## src/rtl/imem_dmem_arbiter.sv

```systemverilog
// rtl/imem_dmem_arbiter.sv - IF/DM arbiter for a shared single-ported 16-bit memory
// Optional ARB_FLUSH_EN adds if_flush to block IF grants and squash in-flight fetches.
module imem_dmem_arbiter #(
    parameter int MEM_LATENCY  = 1,
    parameter int STARVE_LIMIT = 4
) (
    input  logic        clk,
    input  logic        rst_n,
`ifdef ARB_FLUSH_EN
    input  logic        if_flush,
`endif
    input  logic        if_req,
    input  logic [15:0] if_addr,
    output logic        if_gnt,
    output logic        if_valid,
    output logic [15:0] if_rdata,
    input  logic        dm_req,
    input  logic        dm_we,
    input  logic [15:0] dm_addr,
    input  logic [15:0] dm_wdata,
    output logic        dm_gnt,
    output logic        dm_valid,
    output logic [15:0] dm_rdata,
    output logic        mem_en,
    output logic        mem_we,
    output logic [15:0] mem_addr,
    output logic [15:0] mem_wdata,
    input  logic [15:0] mem_rdata,
    output logic        stall_if,
    output logic        stall_dm
);
    localparam int LW = $clog2(MEM_LATENCY + 1) + 1;
    localparam int SW = $clog2(STARVE_LIMIT + 1) + 1;

    typedef enum logic {IDLE, BUSY} state_t;

    state_t          state_q, state_d;
    logic            owner_dm;
    logic            owner_we;
    logic            dead;
    logic [LW-1:0]   lat_cnt;
    logic [SW-1:0]   starve_cnt;
    logic            if_block;
    logic            starved;
    logic            grant_if;
    logic            grant_dm;
    logic            sample;

`ifdef ARB_FLUSH_EN
    assign if_block = if_flush;
`else
    assign if_block = 1'b0;
`endif

    assign starved  = (starve_cnt == SW'(STARVE_LIMIT));
    assign grant_if = if_req & ~if_block & (~dm_req | starved);
    assign grant_dm = dm_req & ~grant_if;
    assign sample   = (state_q == BUSY) && (lat_cnt == LW'(MEM_LATENCY));

    assign stall_if = if_req & ~if_valid;
    assign stall_dm = dm_req & ~dm_valid;

    always_ff @(posedge clk or negedge rst_n) begin
        if (!rst_n) state_q <= IDLE;
        else        state_q <= state_d;
    end

    always_comb begin
        state_d = state_q;
        case (state_q)
            IDLE:    if (grant_if || grant_dm) state_d = BUSY;
            BUSY:    if (sample) state_d = IDLE;
            default: state_d = IDLE;
        endcase
    end

    always_ff @(posedge clk or negedge rst_n) begin
        if (!rst_n) begin
            if_gnt     <= 1'b0;
            dm_gnt     <= 1'b0;
            if_valid   <= 1'b0;
            dm_valid   <= 1'b0;
            if_rdata   <= '0;
            dm_rdata   <= '0;
            mem_en     <= 1'b0;
            mem_we     <= 1'b0;
            mem_addr   <= '0;
            mem_wdata  <= '0;
            owner_dm   <= 1'b0;
            owner_we   <= 1'b0;
            dead       <= 1'b0;
            lat_cnt    <= '0;
            starve_cnt <= '0;
        end else begin
            if_gnt   <= 1'b0;
            dm_gnt   <= 1'b0;
            if_valid <= 1'b0;
            dm_valid <= 1'b0;
            mem_en   <= 1'b0;
            mem_we   <= 1'b0;
            if (!if_req) starve_cnt <= '0;
            if (state_q == IDLE) begin
                if (grant_if) begin
                    owner_dm   <= 1'b0;
                    owner_we   <= 1'b0;
                    if_gnt     <= 1'b1;
                    mem_en     <= 1'b1;
                    mem_addr   <= if_addr;
                    lat_cnt    <= '0;
                    starve_cnt <= '0;
                end else if (grant_dm) begin
                    owner_dm  <= 1'b1;
                    owner_we  <= dm_we;
                    dm_gnt    <= 1'b1;
                    mem_en    <= 1'b1;
                    mem_we    <= dm_we;
                    mem_addr  <= dm_addr;
                    mem_wdata <= dm_wdata;
                    lat_cnt   <= '0;
                    // saturates at the limit; only reachable there when a flush blocked IF
                    if (if_req && !starved) starve_cnt <= starve_cnt + SW'(1);
                end
            end else begin
                lat_cnt <= lat_cnt + LW'(1);
                if (!owner_dm && if_block) dead <= 1'b1;
                if (sample) begin
                    dead <= 1'b0;
                    if (owner_dm) begin
                        dm_valid <= 1'b1;
                        if (!owner_we) dm_rdata <= mem_rdata;
                    end else if (!(dead || if_block)) begin
                        if_valid <= 1'b1;
                        if_rdata <= mem_rdata;
                    end
                end
            end
        end
    end
endmodule

```

## config.mk

```make
export PLATFORM = sky130hd
export DESIGN_NAME = imem_dmem_arbiter
export DESIGN_NICKNAME = d
export VERILOG_FILES = /design/src/rtl/imem_dmem_arbiter.sv
export SDC_FILE = /design/constraint.sdc
export NUM_CORES = 1
export LEC_CHECK = 0
export CAP_MARGIN = 20
export CORE_MARGIN = 5
export CORE_UTILIZATION = 38
export DETAILED_ROUTE_END_ITERATION = 12
export PLACE_DENSITY = 0.74
export SLEW_MARGIN = 10
export SYNTH_ARGS = -nofsm -noshare
export SYNTH_HDL_FRONTEND = slang
export SYNTH_SLANG_ARGS = --single-unit
```

## constraint.sdc

```tcl
create_clock -name clk -period 1.7 [get_ports clk]
set_input_delay 0.34 -clock clk [delete_from_list [all_inputs] [get_ports clk]]
set_output_delay 0.34 -clock clk [all_outputs]
set_load 0.01 [all_outputs]
```

==> results.sh <==
export IMPL_cts_made_buffers=9
export IMPL_dp_cells=539
export IMPL_finalSetupViolCount=0
export IMPL_fin_crit_sh_pct=98.8
export IMPL_synth_distinct_cells=31
export IMPL_initial_core_util_pct=39.1
export IMPL_synth_top_area_share_pct=61.6
export IMPL_synth_nets=364
export IMPL_r2r_end="mem_wdata[13]"
export IMPL_dieArea_sq_um=10400
export IMPL_arrival_ns=1.90
export IMPL_timing_slew_headroom_pct=72.2
export IMPL_p_int_mw=6.03
export IMPL_yosysWarningCount=0
export IMPL_synth_async_reset_ratio_pct=100
export IMPL_drive_gt1_share_pct=17.4
export IMPL_dieHeight_microns=102
export IMPL_p_sw_share_pct=31.7
export IMPL_grt_max_degree=80
export IMPL_p_switching_mw=2.79
export IMPL_synth_seq_cells=79
export IMPL_status="complete, no violations"
export IMPL_grt_pass1_vias=2690
export IMPL_n_antenna_cell=0
export IMPL_fmax_mhz=596
export IMPL_wirelength_microns=8750
export IMPL_h_tree_depth=3
export IMPL_row_count=33
export IMPL_ys_flop_type="dfrtp_1"
export IMPL_grt_overflow_total=0
export IMPL_p_per_area_nw_per_um2=1700
export IMPL_rsz0062_at_grt="true"
export IMPL_ff2ff_path_depth=7
export IMPL_port_buffers=140
export IMPL_p_clk_share_pct=17.9
export IMPL_avgRoutedWirePerCell_microns=15.6
export IMPL_fin_worst_skew_ns=0.0133
export IMPL_yosysMostFrequentCell="nand2_1"
export IMPL_core_area_sq_um=8220
export IMPL_required_ns=1.92
export IMPL_p_comb_share_pct=45.8
export IMPL_synth_edf_count=0
export IMPL_seqPwrFrac_pct=36.3
export IMPL_area_delta_synth_final_pct=61.6
export IMPL_fin_area_sq_um=5190
export IMPL_finish_utilization_pct=63.1
export IMPL_ios=141
export IMPL_fillers=651
export IMPL_finalCriticalPeriod_ns=1.68
export IMPL_synth_largest_area_cell="dfrtp_1"
export IMPL_synthCells=292
export IMPL_p_total_mw=8.82
export IMPL_synthTopCellsByArea="dfrtp_1 (62%), mux2_2 (11%), nand2_1 (9.9%)"
export IMPL_grt_usage_pct=16.7
export IMPL_dp_hpwl_microns=6320
export IMPL_drtAntennaViolNets=0
export IMPL_cts_sinks=79
export IMPL_gp_congestion=0.818
export IMPL_yosysSeqAreaShare_pct=61.6
export IMPL_grt_pass1_wl_microns=13300
export IMPL_peakVddDrop_mv=0.832
export IMPL_die_width_microns=102
export IMPL_syn_area_per_cell_sq_um=11.0
export IMPL_grt_antenna_before_repair=0
export IMPL_hp_class="in2async"
export IMPL_slew_violations=0
export IMPL_fin_nets=522
export IMPL_drcViolationCount=0
export IMPL_vias=2622
export IMPL_clock_latency_ns=0.35
export IMPL_yosys_top_cells_count="nand2_1 (85), dfrtp_1 (79), mux2_2 (32)"
export IMPL_cts_tree="built"
export IMPL_initialDrtViolationCount=91
export IMPL_holdWs_ns=0.0153
export IMPL_placed_cell_area_sq_um=4840
export IMPL_via_per_inst=4.68
export IMPL_r2r_start="starve_cnt[0]"
export IMPL_r2r_slack_ns=0.02
export IMPL_drv_cap=0
export IMPL_crit_fanout=5
export IMPL_dr_pass1_iters=4
export IMPL_hold_buffers=0
export IMPL_crit_type="reg2reg"
export IMPL_clk_pin_slew_ns=0.08
export IMPL_cts_max_path_buffers=2
export IMPL_critPathLaunchType="flip-flop"
export IMPL_critPathCaptureType="flip-flop"
export IMPL_leakage_nw=2.33
export IMPL_stdcell_count=560
export IMPL_final_hold_viol_count=0
export IMPL_synth_cell_area_sq_um=3210
export IMPL_tightest_slew_ns=0.417
export IMPL_root_buffer="clkbuf_8"
-- sequential cells by signal (all words and copies together), names as in the netlist, 2 cells and up --
name        count
mem_wdata      16
mem_addr       16
starve_cnt      4
lat_cnt         2
dm_rdata       16
if_rdata       16
-- placed cells by master, fill, tap and decap left out, types with 3 or more instances in the layout --
cell type and n:
nand3_1 3, a31oi_1 16, nand3b_1 3, dfrtp_1 79, buf_12 5, o21ai_0 4, buf_4 13, nor2_1 19
buf_6 4, clkdlybuf4s50_1 137, mux2_2 23, nor2b_1 5, clkbuf_8 10, nand2_1 85, inv_1 4, mux2_4 9
a21oi_1 3
-- repair_timing --
item	CTS	global route
setup buffers	0	3
gates cloned	0	2
endpoints found under the setup margin	2	35
pin swaps	0	2
resized for setup	2	27
-- per-layer routing --
| layer | share of wire (%) | global-route usage, % | up-vias |
|---|---|---|---|
| met5 | 0 | 0 | - |
| met1 | 40 | 19.1 | 1270 |
| li1 | - | - | 1279 |
| met4 | 1.4 | 6.96 | 0 |
| met2 | 53 | 29.8 | 64 |
| met3 | 5.4 | 3.89 | 9 |
-- kinds of logic after synthesis --
kind of cell,Yosys count,share of synthesized area (%)
adder cells (fa/ha/maj),3,1.17
buffers and inverters,22,3.70
AND/OR/NAND/NOR,127,16.7
flip-flops,79,61.6
multiplexers,33,11.5
AO/OA/AOI/OAI,28,5.30
-- area by class of cell --
cell class	count	area, sq um	area share, %
Sequential cell	79	1980	38.1
Clock buffer	10	138	2.65
Multi-Input combinational cell	191	1170	22.7
Timing Repair Buffer	162	1650	31.8
Tap cell	105	131	2.53
Clock inverter	6	91.3	1.76
Inverter	7	26.3	0.507
-- stage by stage --
step	setup TNS [ns]	setup slack, ns
after floorplan	0	0.0708
after global placement	-6.02	-0.233
after detailed placement	-6.71	-0.224
after CTS	0	0.0211
after global routing	-0.851	-0.0575
final	0	0.0210
-- power by group through the flow --
stage | Sequential [mW] | Combinational, mW | Clock (mW)
3_5_place_dp | 3.23 | 3.94 | 0
4_1_cts | 3.20 | 3.95 | 1.62
6_report | 3.20 | 4.04 | 1.58
5_1_grt | 3.31 | 4.34 | 1.71
3_3_place_gp | 3.18 | 3.86 | 0
2_1_floorplan | 3.58 | 1.25 | 0
-- how the worst max path moves through the flow --
| stage | startpoint | end | cells after the start |
|---|---|---|---|
| 2_1_floorplan | starve_cnt[0] | mem_wdata[10] | 6 |
| 3_3_place_gp | if_req | stall_if | 3 |
| 3_5_place_dp | if_req | stall_if | 3 |
| 4_1_cts | starve_cnt[0] | mem_addr[1] | 8 |
| 5_1_grt | starve_cnt[0] | starve_cnt[3] | 8 |
| 6_report | starve_cnt[0] | mem_wdata[13] | 7 |
-- worst max-delay path, cell delays in order, from the launching register on --
cell and delay, ns:
dfrtp_1 0.37, inv_2 0.06, ha_4 0.16, and4b_1 0.21, nand3b_1 0.19, buf_6 0.16
buf_6 0.13, mux2_4 0.29
(Power assumes the default switching activity.)
